==> src/rtl/lt24_pkg.sv <==
// rtl/lt24_pkg.sv - ILI9341 command codes, panel geometry, FSM states and window helpers
package lt24_pkg;

   localparam logic [7:0] CMD_CASET = 8'h2A;
   localparam logic [7:0] CMD_PASET = 8'h2B;
   localparam logic [7:0] CMD_RAMWR = 8'h2C;

   localparam int LCD_W = 240;
   localparam int LCD_H = 320;

   typedef enum logic [2:0] {
      ST_IDLE,
      ST_CMD_CA,
      ST_PAR_CA,
      ST_CMD_PA,
      ST_PAR_PA,
      ST_CMD_RAMWR,
      ST_PIXEL,
      ST_DONE
   } lt24_state_e;

   function automatic logic window_ok(input logic [8:0] x0, input logic [8:0] x1,
                                      input logic [8:0] y0, input logic [8:0] y1);
      return (x1 >= x0) && (y1 >= y0) && (x1 < 9'(LCD_W)) && (y1 < 9'(LCD_H));
   endfunction

   // Only meaningful for windows that passed window_ok; 240*320 fits in 17 bits.
   function automatic logic [16:0] window_pixels(input logic [8:0] x0, input logic [8:0] x1,
                                                 input logic [8:0] y0, input logic [8:0] y1);
      logic [16:0] w;
      logic [16:0] h;
      w = 17'(x1 - x0) + 17'd1;
      h = 17'(y1 - y0) + 17'd1;
      return w * h;
   endfunction

endpackage

==> src/rtl/lt24_sync_fifo.sv <==
// rtl/lt24_sync_fifo.sv - show-ahead synchronous FIFO for the pixel stream
module lt24_sync_fifo #(
   parameter int WIDTH = 16,
   parameter int DEPTH = 16
) (
   input  logic             clk,
   input  logic             rst_n,
   input  logic             push,
   input  logic [WIDTH-1:0] push_data,
   input  logic             pop,
   output logic [WIDTH-1:0] head,
   output logic             full,
   output logic             empty
);

   localparam int AW = $clog2(DEPTH);
   localparam logic [AW:0] PTR_ONE = (AW+1)'(1);

   logic [WIDTH-1:0] mem [DEPTH];
   logic [AW:0]      wr_ptr;
   logic [AW:0]      rd_ptr;
   logic             do_push;
   logic             do_pop;

   assign do_push = push && !full;
   assign do_pop  = pop && !empty;

   always_ff @(posedge clk) begin
      if (do_push) begin
         mem[wr_ptr[AW-1:0]] <= push_data;
      end
   end

   always_ff @(posedge clk or negedge rst_n) begin
      if (!rst_n) begin
         wr_ptr <= '0;
         rd_ptr <= '0;
      end else begin
         if (do_push) begin
            wr_ptr <= wr_ptr + PTR_ONE;
         end
         if (do_pop) begin
            rd_ptr <= rd_ptr + PTR_ONE;
         end
      end
   end

   // Extra pointer bit separates full (wrapped) from empty (equal).
   assign head  = mem[rd_ptr[AW-1:0]];
   assign empty = (wr_ptr == rd_ptr);
   assign full  = (wr_ptr[AW] != rd_ptr[AW]) && (wr_ptr[AW-1:0] == rd_ptr[AW-1:0]);

endmodule

==> src/rtl/lt24_window_writer.sv <==
// rtl/lt24_window_writer.sv - LT24 8080 write-bus driver: window setup commands then pixel stream
module lt24_window_writer
   import lt24_pkg::*;
#(
   parameter int WR_LOW_CYC  = 2,
   parameter int WR_HIGH_CYC = 2,
   parameter int FIFO_DEPTH  = 16
) (
   input  logic        clk_clk,
   input  logic        reset_reset_n,
   input  logic        win_valid,
   output logic        win_ready,
   input  logic [8:0]  win_x0,
   input  logic [8:0]  win_x1,
   input  logic [8:0]  win_y0,
   input  logic [8:0]  win_y1,
   input  logic        pix_valid,
   output logic        pix_ready,
   input  logic [15:0] pix_data,
   output logic        busy,
   output logic        frame_done,
   output logic        win_err,
   output logic        lcd_cs_n,
   output logic        lcd_rs,
   output logic        lcd_rd_n,
   output logic        lcd_wr_n,
   output logic [15:0] lcd_data
);

   localparam logic [7:0] LOW_LAST  = 8'(WR_LOW_CYC - 1);
   localparam logic [7:0] HIGH_LAST = 8'(WR_HIGH_CYC - 1);

   lt24_state_e state;
   lt24_state_e state_nxt;

   logic [8:0]  x0_q, x1_q, y0_q, y1_q;
   logic [16:0] pix_left;
   logic [16:0] pix_pend;
   logic [1:0]  par_idx;

   logic        eng_busy;
   logic        eng_low;
   logic [7:0]  eng_cnt;
   logic        cur_pix;
   logic        wr_last;
   logic        can_start;

   logic        wr_start;
   logic        start_rs;
   logic [15:0] start_data;
   logic        pix_pop;
   logic        win_accept;
   logic        win_bad;

   logic [8:0]  par_a;
   logic [8:0]  par_b;
   logic [7:0]  param_byte;

   logic        fifo_full;
   logic        fifo_empty;
   logic [15:0] fifo_head;

   lt24_sync_fifo #(
      .WIDTH (16),
      .DEPTH (FIFO_DEPTH)
   ) u_fifo (
      .clk       (clk_clk),
      .rst_n     (reset_reset_n),
      .push      (pix_valid),
      .push_data (pix_data),
      .pop       (pix_pop),
      .head      (fifo_head),
      .full      (fifo_full),
      .empty     (fifo_empty)
   );

   assign pix_ready  = !fifo_full;
   assign lcd_rd_n   = 1'b1;
   assign win_ready  = (state == ST_IDLE);
   assign frame_done = (state == ST_DONE);
   assign busy       = !(state inside {ST_IDLE, ST_DONE});

   // A new write may begin when the engine is idle or in the final high cycle of the current one.
   assign wr_last   = eng_busy && !eng_low && (eng_cnt == 8'd0);
   assign can_start = !eng_busy || wr_last;

   // Pixels still to be started: the one finishing this cycle no longer counts.
   assign pix_pend = pix_left - {16'd0, (wr_last && cur_pix)};

   assign par_a = (state == ST_PAR_CA) ? x0_q : y0_q;
   assign par_b = (state == ST_PAR_CA) ? x1_q : y1_q;

   always_comb begin
      param_byte = 8'h00;
      case (par_idx)
         2'd0:    param_byte = {7'd0, par_a[8]};
         2'd1:    param_byte = par_a[7:0];
         2'd2:    param_byte = {7'd0, par_b[8]};
         default: param_byte = par_b[7:0];
      endcase
   end

   always_ff @(posedge clk_clk or negedge reset_reset_n) begin
      if (!reset_reset_n) begin
         state <= ST_IDLE;
      end else begin
         state <= state_nxt;
      end
   end

   always_comb begin
      state_nxt  = state;
      wr_start   = 1'b0;
      start_rs   = 1'b1;
      start_data = 16'h0000;
      pix_pop    = 1'b0;
      win_accept = 1'b0;
      win_bad    = 1'b0;
      case (state)
         ST_IDLE: begin
            if (win_valid) begin
               if (window_ok(win_x0, win_x1, win_y0, win_y1)) begin
                  win_accept = 1'b1;
                  state_nxt  = ST_CMD_CA;
               end else begin
                  win_bad = 1'b1;
               end
            end
         end
         ST_CMD_CA: begin
            if (can_start) begin
               wr_start   = 1'b1;
               start_rs   = 1'b0;
               start_data = {8'h00, CMD_CASET};
               state_nxt  = ST_PAR_CA;
            end
         end
         ST_PAR_CA: begin
            if (can_start) begin
               wr_start   = 1'b1;
               start_data = {8'h00, param_byte};
               if (par_idx == 2'd3) begin
                  state_nxt = ST_CMD_PA;
               end
            end
         end
         ST_CMD_PA: begin
            if (can_start) begin
               wr_start   = 1'b1;
               start_rs   = 1'b0;
               start_data = {8'h00, CMD_PASET};
               state_nxt  = ST_PAR_PA;
            end
         end
         ST_PAR_PA: begin
            if (can_start) begin
               wr_start   = 1'b1;
               start_data = {8'h00, param_byte};
               if (par_idx == 2'd3) begin
                  state_nxt = ST_CMD_RAMWR;
               end
            end
         end
         ST_CMD_RAMWR: begin
            if (can_start) begin
               wr_start   = 1'b1;
               start_rs   = 1'b0;
               start_data = {8'h00, CMD_RAMWR};
               state_nxt  = ST_PIXEL;
            end
         end
         ST_PIXEL: begin
            if (can_start) begin
               if (pix_pend == 17'd0) begin
                  state_nxt = ST_DONE;
               end else if (!fifo_empty) begin
                  wr_start   = 1'b1;
                  start_data = fifo_head;
                  pix_pop    = 1'b1;
               end
            end
         end
         ST_DONE: begin
            state_nxt = ST_IDLE;
         end
         default: begin
            state_nxt = ST_IDLE;
         end
      endcase
   end

   always_ff @(posedge clk_clk or negedge reset_reset_n) begin
      if (!reset_reset_n) begin
         x0_q     <= '0;
         x1_q     <= '0;
         y0_q     <= '0;
         y1_q     <= '0;
         pix_left <= '0;
         par_idx  <= '0;
         eng_busy <= 1'b0;
         eng_low  <= 1'b0;
         eng_cnt  <= '0;
         cur_pix  <= 1'b0;
         win_err  <= 1'b0;
         lcd_cs_n <= 1'b1;
         lcd_rs   <= 1'b1;
         lcd_wr_n <= 1'b1;
         lcd_data <= '0;
      end else begin
         win_err  <= win_bad;
         lcd_cs_n <= !(state_nxt inside {ST_CMD_CA, ST_PAR_CA, ST_CMD_PA,
                                         ST_PAR_PA, ST_CMD_RAMWR, ST_PIXEL});

         if (wr_start && (state == ST_PAR_CA || state == ST_PAR_PA)) begin
            par_idx <= par_idx + 2'd1;
         end

         // rs/data are only reloaded at the start of a write, so they hold through both phases.
         if (wr_start) begin
            eng_busy <= 1'b1;
            eng_low  <= 1'b1;
            eng_cnt  <= LOW_LAST;
            cur_pix  <= (state == ST_PIXEL);
            lcd_wr_n <= 1'b0;
            lcd_rs   <= start_rs;
            lcd_data <= start_data;
         end else if (eng_busy) begin
            if (eng_cnt != 8'd0) begin
               eng_cnt <= eng_cnt - 8'd1;
            end else if (eng_low) begin
               eng_low  <= 1'b0;
               eng_cnt  <= HIGH_LAST;
               lcd_wr_n <= 1'b1;
            end else begin
               eng_busy <= 1'b0;
            end
         end

         if (wr_last && cur_pix) begin
            pix_left <= pix_left - 17'd1;
         end

         if (win_accept) begin
            x0_q     <= win_x0;
            x1_q     <= win_x1;
            y0_q     <= win_y0;
            y1_q     <= win_y1;
            pix_left <= window_pixels(win_x0, win_x1, win_y0, win_y1);
            par_idx  <= '0;
         end
      end
   end

endmodule
==> config.mk <==
export PLATFORM = sky130hd
export DESIGN_NAME = lt24_window_writer
export DESIGN_NICKNAME = d
export VERILOG_FILES = /design/src/rtl/lt24_pkg.sv /design/src/rtl/lt24_sync_fifo.sv /design/src/rtl/lt24_window_writer.sv
export SDC_FILE = /design/constraint.sdc
export NUM_CORES = 1
export LEC_CHECK = 0
export ABC_AREA = 1
export CAP_MARGIN = 10
export CORE_MARGIN = 5
export CORE_UTILIZATION = 63
export CTS_BUF_LIST = sky130_fd_sc_hd__clkbuf_8
export CTS_CLUSTER_DIAMETER = 100
export DETAILED_ROUTE_END_ITERATION = 7
export GPL_ROUTABILITY_DRIVEN = 1
export HOLD_SLACK_MARGIN = 0.02
export PLACE_DENSITY = 0.91
export SYNTH_ARGS = -nofsm -noshare
export SYNTH_HDL_FRONTEND = slang
export SYNTH_SLANG_ARGS = --single-unit
==> constraint.sdc <==
create_clock -name clk_clk -period 8.59 [get_ports clk_clk]
set_input_delay 2.1475 -clock clk_clk [delete_from_list [all_inputs] [get_ports clk_clk]]
set_output_delay 2.1475 -clock clk_clk [all_outputs]
set_load 0.1 [all_outputs]
==> impl_metrics.json, run 1 <==
{
  "clock.fmax_mhz": 122,
  "dpl_cell_area_um2": 22500,
  "area_delta_synth_final_pct": 15.1,
  "first_global_vias": 17200,
  "finClkSkew_ps": 46.3,
  "aggregate_global_routing_overflow": 0,
  "design_area_um2": 23600,
  "timing.slew.headroom_pct": 20.0,
  "clkSinkCount": 355,
  "number_of_instances_resized_during_post_cts_repair": 0,
  "post_cts_hold_buffer_count": 0,
  "num_io_pins": 81,
  "fp.coreArea_um2": 32400,
  "synth_cells": 2135,
  "arrival_ps": 8780,
  "ys_top_cells_by_area": "sky130_fd_sc_hd__edfxtp_1 (37%), sky130_fd_sc_hd__dfrtp_1 (12%), sky130_fd_sc_hd__fa_1 (8.4%), sky130_fd_sc_hd__nand2_1 (7.3%), sky130_fd_sc_hd__inv_1 (5.4%)",
  "die_y_um": 191,
  "post-route-drc-count": 0,
  "synth_enable_flop_cells": 256,
  "die-area_um2": 36300,
  "synth_top_flop_cell": "sky130_fd_sc_hd__edfxtp_1",
  "rsz0062_at_grt": "yes",
  "wl_um": 57500,
  "place_hpwl_um": 39900,
  "grt_start_max_net_pins": 84,
  "final_nets": 2537,
  "synthesis.area_um2": 20500,
  "tightest_slew_ps": 1200,
  "post-synth-top-area-cell": "sky130_fd_sc_hd__edfxtp_1",
  "fin_worst_hold_slack_ps": 471,
  "synth.yosys.seq_area_share_pct": 49.5,
  "finalHoldViolations": 0,
  "timing.critical_path.mode_cell": "sky130_fd_sc_hd__inv_1",
  "detail_route.iter0.violations": 1916,
  "synthDistinctLibCells": 57,
  "max_cap_violations": 0,
  "die_wd_um": 191,
  "status": "complete, no violations",
  "mappedNetlistNets": 2351,
  "timing.reg2reg.worst_path_depth": 19,
  "detail_route.vias_per_cell": 5.97,
  "row_count": 66,
  "final.period_utilization_pct": 95.6,
  "route.vias.total": 16700,
  "required_ps": 9150,
  "regToRegSetupSlack_ps": 3920,
  "r2r_end": "eng_cnt[2]$_DFFE_PN0P_",
  "critPathKind": "in -> reg",
  "synth_top_cell_area_share_pct": 37.4,
  "synth.most_common_cell": "sky130_fd_sc_hd__nand2_1",
  "floorplan.initialDensity_pct": 63.5,
  "worstReg2RegStart": "eng_cnt[0]$_DFFE_PN0P_",
  "wire_length_of_the_first_global_routing_pass_um": 88500,
  "clock_transition_at_the_registers_of_the_reported_paths_ps": 60,
  "slew_viol_final": 0,
  "hold_path.startpoint": "lcd_rs$_DFFE_PN1P_",
  "post_synthesis_average_cell_area_um2": 9.62,
  "h-tree-depth": 2,
  "fillers": 2168,
  "crit_path_top_delay_cell": "sky130_fd_sc_hd__fa_1",
  "antenna_found_initial": 1,
  "cts-root-buf": "sky130_fd_sc_hd__clkbuf_8",
  "share_of_flip_flops_with_an_asynchronous_set_or_reset_pct": 27.9,
  "holdPathStages": 2,
  "detail_route.wl_per_cell_um": 20.5,
  "buffers_inserted_by_post_cts_timing_repair": 0,
  "drive_gt1_share_pct": 13.1,
  "yosys_register_bits": 355,
  "synth.cells.most_frequent": "sky130_fd_sc_hd__nand2_1 (397), sky130_fd_sc_hd__inv_1 (297), sky130_fd_sc_hd__edfxtp_1 (256), sky130_fd_sc_hd__nor2_1 (222), sky130_fd_sc_hd__o21ai_0 (162)",
  "drt_first_pass_iters": 6,
  "timing.final.crit_period_ps": 8220,
  "crit_fanout": 4,
  "number_of_buffers_on_the_longest_clock_path": 3,
  "io_buffers": 79,
  "groute.usage.overall_pct": 31.4,
  "number_of_cts_inserted_buffers": 53,
  "setup-violations-final": 0,
  "max_stage_delay_ps": 590,
  "cp-end-kind": "register",
  "timing.hold.worst_endpoint": "lcd_rs$_DFFE_PN1P_",
  "finalSetupTns_ps": 0,
  "worstSkewPairLatency_ps": 650,
  "hold_path.class": "reg -> reg",
  "ant_nets": 0,
  "synthesis_warning_total": 0,
  "gpl.final_weighted_congestion": 0.930,
  "startpoint_type": "input port",
  "cts_tree": "done"
}
[registers in the layout (all words and copies together) (netlist names)]
signal and count:
eng_low 1, eng_busy 1, lcd_cs_n 1, state 3, x1_q 9, win_err 1
par_idx 2, lcd_rs 1, y0_q 9, y1_q 9, cur_pix 1, lcd_wr_n 1
lcd_data 16, x0_q 9, eng_cnt 8, pix_left 17, u_fifo.rd_ptr 5, u_fifo.wr_ptr 5
u_fifo.mem 256
[cell families (layout without fill, tap and decap cells)]
| group | Yosys count | after routing | synth area share (%) |
|---|---|---|---|
| buf+inv | 391 | 617 | 7.35 |
| fa+ha+maj | 160 | 160 | 12.9 |
| other cells | 1 | 2 | 0.0183 |
| simple gates | 841 | 841 | 18.5 |
| flops | 355 | 355 | 49.5 |
| xor+xnor | 50 | 50 | 2.13 |
| compound gates | 337 | 337 | 9.59 |
[worst max-delay path: cells and delay by family]
kind / cells / cell delay [ps]
AO/OA/AOI/OAI: 4 / 500
AND/OR/NAND/NOR: 14 / 1310
buffers and inverters: 12 / 1160
adder cells (fa/ha/maj): 9 / 3680
[routing by layer]
| layer | wire [um] | track usage [%] |
|---|---|---|
| met4 | 3500 | 16.9 |
| met5 | 0 | 0 |
| met1 | 20200 | 37.4 |
| met3 | 5500 | 6.44 |
| met2 | 28300 | 53.7 |
[per-stage QoR]
stage / instances / setup WS, ps / utilization (%)
6_report: 2804 / 374 / 73.0
5_1_grt: 2803 / -9.51 / 73.0
4_1_cts: 2803 / 171 / 72.7
3_5_place_dp: 2708 / -423 / 69.6
3_3_place_gp: 2708 / -215 / 69.6
2_1_floorplan: 2135 / 388 / -
[cells in the final DEF, fill, tap and decap left out, types with 13 or more instances in the layout]
master                            netlist  layout
sky130_fd_sc_hd__nand2_1              397     397
sky130_fd_sc_hd__inv_1                297     316
sky130_fd_sc_hd__edfxtp_1             256     256
sky130_fd_sc_hd__nor2_1               222     220
sky130_fd_sc_hd__o21ai_0              162     158
sky130_fd_sc_hd__buf_4                  2     124
sky130_fd_sc_hd__dfrtp_1               96      95
sky130_fd_sc_hd__fa_1                  86      86
sky130_fd_sc_hd__nand3_1               83      83
sky130_fd_sc_hd__clkdlybuf4s50_1        0      77
sky130_fd_sc_hd__a21oi_1               77      72
sky130_fd_sc_hd__ha_1                  74      68
sky130_fd_sc_hd__clkbuf_8               1      56
sky130_fd_sc_hd__xor2_1                37      37
sky130_fd_sc_hd__nand4_1               31      31
sky130_fd_sc_hd__nand2_2               29      29
sky130_fd_sc_hd__o221ai_1              22      22
sky130_fd_sc_hd__o22ai_1               19      19
sky130_fd_sc_hd__inv_2                 14      17
sky130_fd_sc_hd__nor2_2                11      13
sky130_fd_sc_hd__xnor2_1               13      13
[cell type report]
class / instances / area [um2] / area share, %
flip-flops and latches: 355 / 10200 / 43.0
multi-input cells: 1389 / 8950 / 37.9
repair buffers: 202 / 1710 / 7.25
inverters: 320 / 1210 / 5.11
clock buffers: 56 / 771 / 3.26
well taps: 442 / 553 / 2.34
clock inverters: 39 / 263 / 1.11
diodes: 1 / 2.50 / 0.0106
[worst max path at each step]
| stage | start | endpoint | slack (ps) |
|---|---|---|---|
| global route | win_y0[0] | pix_left[16]$_DFFE_PN0P_ | -10 |
| CTS | win_y1[0] | pix_left[15]$_DFFE_PN0P_ | 170 |
| finish | win_x1[0] | pix_left[16]$_DFFE_PN0P_ | 370 |
| detailed placement | win_y0[0] | pix_left[15]$_DFFE_PN0P_ | -420 |
| floorplan | win_y1[0] | pix_left[15]$_DFFE_PN0P_ | 390 |
| global placement | win_y0[0] | pix_left[15]$_DFFE_PN0P_ | -220 |
Power of run 1 is not shown: default switching activity piles up to over one toggle a cycle in this logic, so the estimate is an artifact.
==> inputs of run 2 (changes only) <==
--- a/config.mk
+++ b/config.mk
@@ -13,7 +13,7 @@
 export CTS_CLUSTER_DIAMETER = 100
 export DETAILED_ROUTE_END_ITERATION = 7
 export GPL_ROUTABILITY_DRIVEN = 1
-export HOLD_SLACK_MARGIN = 0.02
+export HOLD_SLACK_MARGIN = 0.1
 export PLACE_DENSITY = 0.91
 export SYNTH_ARGS = -nofsm -noshare
 export SYNTH_HDL_FRONTEND = slang
==> results of run 2 <==
No change in the layout: final DEF, timing and power equal those of run 1.
Power of run 2 is left out for the same reason.
